File: src/rtl/generic_fifo.sv
// generic_fifo: parametrised single-clock FIFO with storage, pointer control,
// occupancy count, almost-full/almost-empty thresholds and sticky error flags.
// Supports a registered read (one-cycle latency) or first-word-fall-through.
module generic_fifo #(
    parameter int WIDTH    = 64,
    parameter int DEPTH    = 4,
    parameter int AF_LEVEL = DEPTH - 1,
    parameter int AE_LEVEL = 1,
    parameter bit FWFT     = 1'b0
) (
    input  logic                     clk,
    input  logic                     reset,
    input  logic                     push,
    input  logic [WIDTH-1:0]         wr_data,
    input  logic                     pop,
    output logic [WIDTH-1:0]         rd_data,
    output logic                     rd_valid,
    output logic                     full,
    output logic                     empty,
    output logic                     almost_full,
    output logic                     almost_empty,
    output logic [$clog2(DEPTH):0]   count,
    output logic                     overflow,
    output logic                     underflow,
    input  logic                     clr_err
);

    localparam int AW = $clog2(DEPTH);
    localparam int CW = AW + 1;

    localparam logic [CW-1:0] ONE     = CW'(1);
    localparam logic [CW-1:0] ZERO    = '0;
    localparam logic [CW-1:0] DEPTH_C = CW'(DEPTH);
    localparam logic [CW-1:0] AF_C    = CW'(AF_LEVEL);
    localparam logic [CW-1:0] AE_C    = CW'(AE_LEVEL);

    // Storage is deliberately left unreset; pointers alone define validity.
    logic [WIDTH-1:0] mem [DEPTH];

    // Pointers carry one extra wrap bit above the address bits.
    logic [CW-1:0]    wr_ptr;
    logic [CW-1:0]    rd_ptr;
    logic [CW-1:0]    count_nxt;
    logic             pop_ok;
    logic             push_ok;
    logic [WIDTH-1:0] head;

    assign head = mem[rd_ptr[AW-1:0]];

    // Acceptance: a pop frees a slot for a simultaneous push when full, but a
    // push into an empty FIFO is never bypassed straight to the pop side.
    always_comb begin
        pop_ok    = pop & ~empty;
        push_ok   = push & (~full | pop_ok);
        count_nxt = count;
        if (push_ok && !pop_ok) begin
            count_nxt = count + ONE;
        end else if (pop_ok && !push_ok) begin
            count_nxt = count - ONE;
        end
    end

    // Write accepted data into the slot addressed by the write pointer.
    always_ff @(posedge clk) begin
        if (push_ok) begin
            mem[wr_ptr[AW-1:0]] <= wr_data;
        end
    end

    // Pointers, occupancy and status flags; flags derive from the next count
    // so they always agree with count in the same cycle.
    always_ff @(posedge clk or negedge reset) begin
        if (!reset) begin
            wr_ptr       <= '0;
            rd_ptr       <= '0;
            count        <= '0;
            full         <= 1'b0;
            empty        <= 1'b1;
            almost_full  <= 1'b0;
            almost_empty <= 1'b1;
        end else begin
            if (push_ok) begin
                wr_ptr <= wr_ptr + ONE;
            end
            if (pop_ok) begin
                rd_ptr <= rd_ptr + ONE;
            end
            count        <= count_nxt;
            full         <= (count_nxt == DEPTH_C);
            empty        <= (count_nxt == ZERO);
            almost_full  <= (count_nxt >= AF_C);
            almost_empty <= (count_nxt <= AE_C);
        end
    end

    // Sticky error flags; a fresh error in the clearing cycle keeps the flag set.
    always_ff @(posedge clk or negedge reset) begin
        if (!reset) begin
            overflow  <= 1'b0;
            underflow <= 1'b0;
        end else begin
            overflow  <= (overflow & ~clr_err) | (push & ~push_ok);
            underflow <= (underflow & ~clr_err) | (pop & empty);
        end
    end

    generate
        if (FWFT) begin : g_fwft
            // Head word is shown as soon as the FIFO is non-empty; zero when empty.
            assign rd_data  = empty ? '0 : head;
            assign rd_valid = ~empty;
        end else begin : g_reg
            logic [WIDTH-1:0] rd_data_q;
            logic             rd_valid_q;

            // Registered read: popped word appears after the accepting edge for one cycle.
            always_ff @(posedge clk or negedge reset) begin
                if (!reset) begin
                    rd_data_q  <= '0;
                    rd_valid_q <= 1'b0;
                end else begin
                    rd_valid_q <= pop_ok;
                    if (pop_ok) begin
                        rd_data_q <= head;
                    end
                end
            end

            assign rd_data  = rd_data_q;
            assign rd_valid = rd_valid_q;
        end
    endgenerate

endmodule

File: config.mk
export PLATFORM = sky130hd
export DESIGN_NAME = generic_fifo
export DESIGN_NICKNAME = d
export VERILOG_FILES = /design/src/rtl/generic_fifo.sv
export SDC_FILE = /design/constraint.sdc
export NUM_CORES = 1
export LEC_CHECK = 0
export ABC_AREA = 1
export BUFFER_PORTS_ARGS = -buffer_cell sky130_fd_sc_hd__buf_2
export CELL_PAD_IN_SITES_DETAIL_PLACEMENT = 0
export CELL_PAD_IN_SITES_GLOBAL_PLACEMENT = 1
export CORE_MARGIN = 3
export CORE_UTILIZATION = 40
export CTS_CLUSTER_DIAMETER = 150
export CTS_CLUSTER_SIZE = 8
export DETAILED_ROUTE_END_ITERATION = 7
export PLACE_DENSITY_LB_ADDON = 0.1
export SLEW_MARGIN = 20
export SYNTH_ARGS = -nofsm -noshare
export SYNTH_HDL_FRONTEND = slang
export SYNTH_SLANG_ARGS = --single-unit
File: constraint.sdc
create_clock -name clk -period 7.3 [get_ports clk]
set_input_delay 0.73 -clock clk [delete_from_list [all_inputs] [get_ports clk]]
set_output_delay 0.73 -clock clk [all_outputs]
set_load 0.02 [all_outputs]
==> results_dict.tcl <==
set metrics [dict create \
    outcome "finished clean" \
    io_buffers 142 \
    utilization_pct 48.60 \
    setup_slack_ns 4.579 \
    pre_cts_slack_ns 4.131 \
    slew_violations 0 \
    worstPathRequired_ns 7.44 \
    startpoint_type "flip-flop" \
    diodes 0 \
    r2r_cells 6 \
    syn2layout_area_growth_pct 19.10 \
    post-cts-setup-buffers 0 \
    synth_cell_type_count 25 \
    drc 0 \
    tns_ns 0 \
    rows 64 \
    maxSlewHeadroom_pct 29.50 \
    max_freq_mhz 367.5 \
    num_io_pins 143 \
    synth.most_common_cell "nor2_1" \
    fin_crit_ns 2.721 \
    hold_path.class "in -> async" \
    gr-usage-met2_pct 27.14 \
    synth_edf_count 256 \
    wl_per_cell_um 17.90 \
    yosysSeqAreaShare_pct 76.84 \
    dieArea_um2 33530 \
    synth_area_leader_cell "edfxtp_1" \
    p_per_area_nw_per_um2 445.5 \
    clock_skew_ns 0.01898 \
    reg2reg_slack_ns 4.58 \
    synth_nets 1050 \
    ant_nets 0 \
    drt_iter0_markers 326 \
    nets 1195 \
    final-hold-violation-count 0 \
    timing.final.crit_share_pct 37.27 \
    dpl-instance-area_um2 13590 \
    cts-htree-levels 2 \
    die_height_um 183.1 \
    vias 7572 \
    grt-ovfl-total 0 \
    tightestPinTransition_ns 1.057 \
    grt_use_met3_pct 3.292 \
    cp_max_fo 45 \
    die_w_um 183.1 \
    grt_pass1_wl_mm 42.23 \
    worstSetupPathType "reg -> reg" \
    cap_violations 0 \
    use_met1_pct 22.58 \
    path_clk_slew_ns 0.05 \
    ys_top_cells_by_count "nor2_1 (331), edfxtp_1 (256), o21ai_0 (124)" \
    dp_hpwl_mm 14.16 \
    final_area_um2 14950 \
    cts.sinks 334 \
    core_area_um2 30750 \
    netlist.area_leader.share_pct 61.26 \
    numCtsBuffers 47 \
    grt_max_degree 87 \
    fillers 2779 \
    regArea_um2 9649 \
    grt_pass1_vias 7337 \
    dr.pass1.iters 4 \
    crit_start "empty$_DFF_PN1_" \
    leakage_nw 5.502 \
    routabilityCongestion 0.7087 \
    reg2reg_from "empty$_DFF_PN1_" \
    final_layout_size_suffix_gt1_share_pct 18.85 \
    grt.busiest_layer "met2" \
    drt_wl_total_mm 27.69 \
    vdd_ir_drop_max_uv 208.3 \
    antenna_found_initial 2 \
    postCtsHoldBufs 0 \
    cts_root_buf "clkbuf_16" \
    syn_inst 975 \
    clock_latency_ns 0.53 \
    cp_data_arrival_time_ns 2.86 \
    tritoncts "yes" \
    end_kind "flip-flop" \
    ys_seq_elements 334 \
    cts_buffer_depth 3 \
    rsz0062_at_grt "false" \
    hold_ws_ns 0.09670 \
    post_cts_resized 0 \
    setup_viol_count_final 0 \
    start_util_pct 40.81 \
    reg2reg_to "mem[1][4]$_DFFE_PP_" \
    syn_area_per_cell_um2 12.87 \
    vias_per_cell 4.895 \
    ys_warn_count 0 \
    multi_input_area_um2 2586 \
    async_flop_share_pct 23.35 \
    synthFlopType "edfxtp_1" \
    synthTopCellsByArea "edfxtp_1 (61%), dfrtp_1 (15%), nor2_1 (9.9%), o21ai_0 (4.9%), a31oi_1 (3.2%)" \
    post_synth_instance_area_um2 12550 \
    grt_use_total_pct 16.38 \
]
-- power breakdown --
| group | leakage [nW] | switching (mW) | internal, mW | total (mW) |
|---|---|---|---|---|
| clock | 0.646 | 0.721 | 1.24 | 1.96 |
| sequential | 3.22 | 0.319 | 2.59 | 2.91 |
| combinational | 1.63 | 1.23 | 0.551 | 1.78 |
-- flip-flops by register name (all words and copies together), names as in the netlist --
| register | cells |
|---|---|
| empty | 1 |
| rd_ptr | 2 |
| overflow | 1 |
| rd_data | 64 |
| underflow | 1 |
| wr_ptr | 2 |
| count | 3 |
| mem | 256 |
| rd_valid | 1 |
| full | 1 |
| almost_empty | 1 |
| almost_full | 1 |
-- layer usage --
metal,routed length [um],up-vias
li1,-,3727
met1,12880,3643
met2,13190,164
met3,1195,34
met4,387,4
met5,28,-
-- kinds of logic after synthesis --
kind of cell             after synthesis  share of synthesized area, %
buffers and inverters                 75                         2.792
flip-flops                           334                         76.84
adder cells (fa/ha/maj)                6                        0.5982
XOR/XNOR                               4                        0.2792
AND/OR/NAND/NOR                      361                         11.06
AO/OA/AOI/OAI                        195                         8.435
-- per-stage QoR --
| step | cells | total power, mW |
|---|---|---|
| after floorplan | 975 | 4.135 |
| after global placement | 1467 | 4.768 |
| after detailed placement | 1467 | 4.782 |
| after CTS | 1547 | 6.776 |
| after global routing | 1547 | 7.097 |
| final | 1547 | 6.658 |
-- final cells by class --
cell class,instances,area share [%]
clock buffer,80,9.050
tap,396,3.315
sequential,334,64.56
multi-input combinational,566,17.30
timing repair buffer,152,5.274
inverter,19,0.4939
-- worst max-delay path by stage --
stage                             end  slack, ns  cells past startpoint
3_5_place_dp      mem[1][3]$_DFFE_PP_       4.13                      6
2_1_floorplan     mem[0][0]$_DFFE_PP_       3.06                      4
5_1_grt        rd_data[2]$_DFFE_PN0P_       4.41                      5
4_1_cts           mem[1][3]$_DFFE_PP_       4.50                      6
6_report          mem[1][4]$_DFFE_PP_       4.58                      6
3_3_place_gp      mem[1][3]$_DFFE_PP_       4.16                      6
-- placed cells by master, fill, tap and decap left out --
cell type and n:
nor2_1 327, edfxtp_1 256, buf_2 141, o21ai_0 124, dfrtp_1 74, a31oi_1 64, clkbuf_16 49, clkbuf_1 30
nand2_1 17, inv_1 16, buf_4 11, nand3_1 7, ha_1 6, nor2_4 5, xor2_1 4, o21ai_1 4
inv_2 2, nand4_1 2, o22ai_1 2, dfstp_2 2, dfrtp_4 2, nand2_2 1, nand3_2 1, or2_2 1
inv_4 1, a21oi_1 1, clkbuf_8 1
-- critical path, cell delays in order (launching register included) --
cell     delay [ns]
dfstp_2        0.39
inv_2          0.06
nand2_2        0.10
nand2_1        0.12
nand2_1        0.28
nor2_4         0.63
buf_4          0.67
No activity file was read; power rests on OpenSTA's default activity.
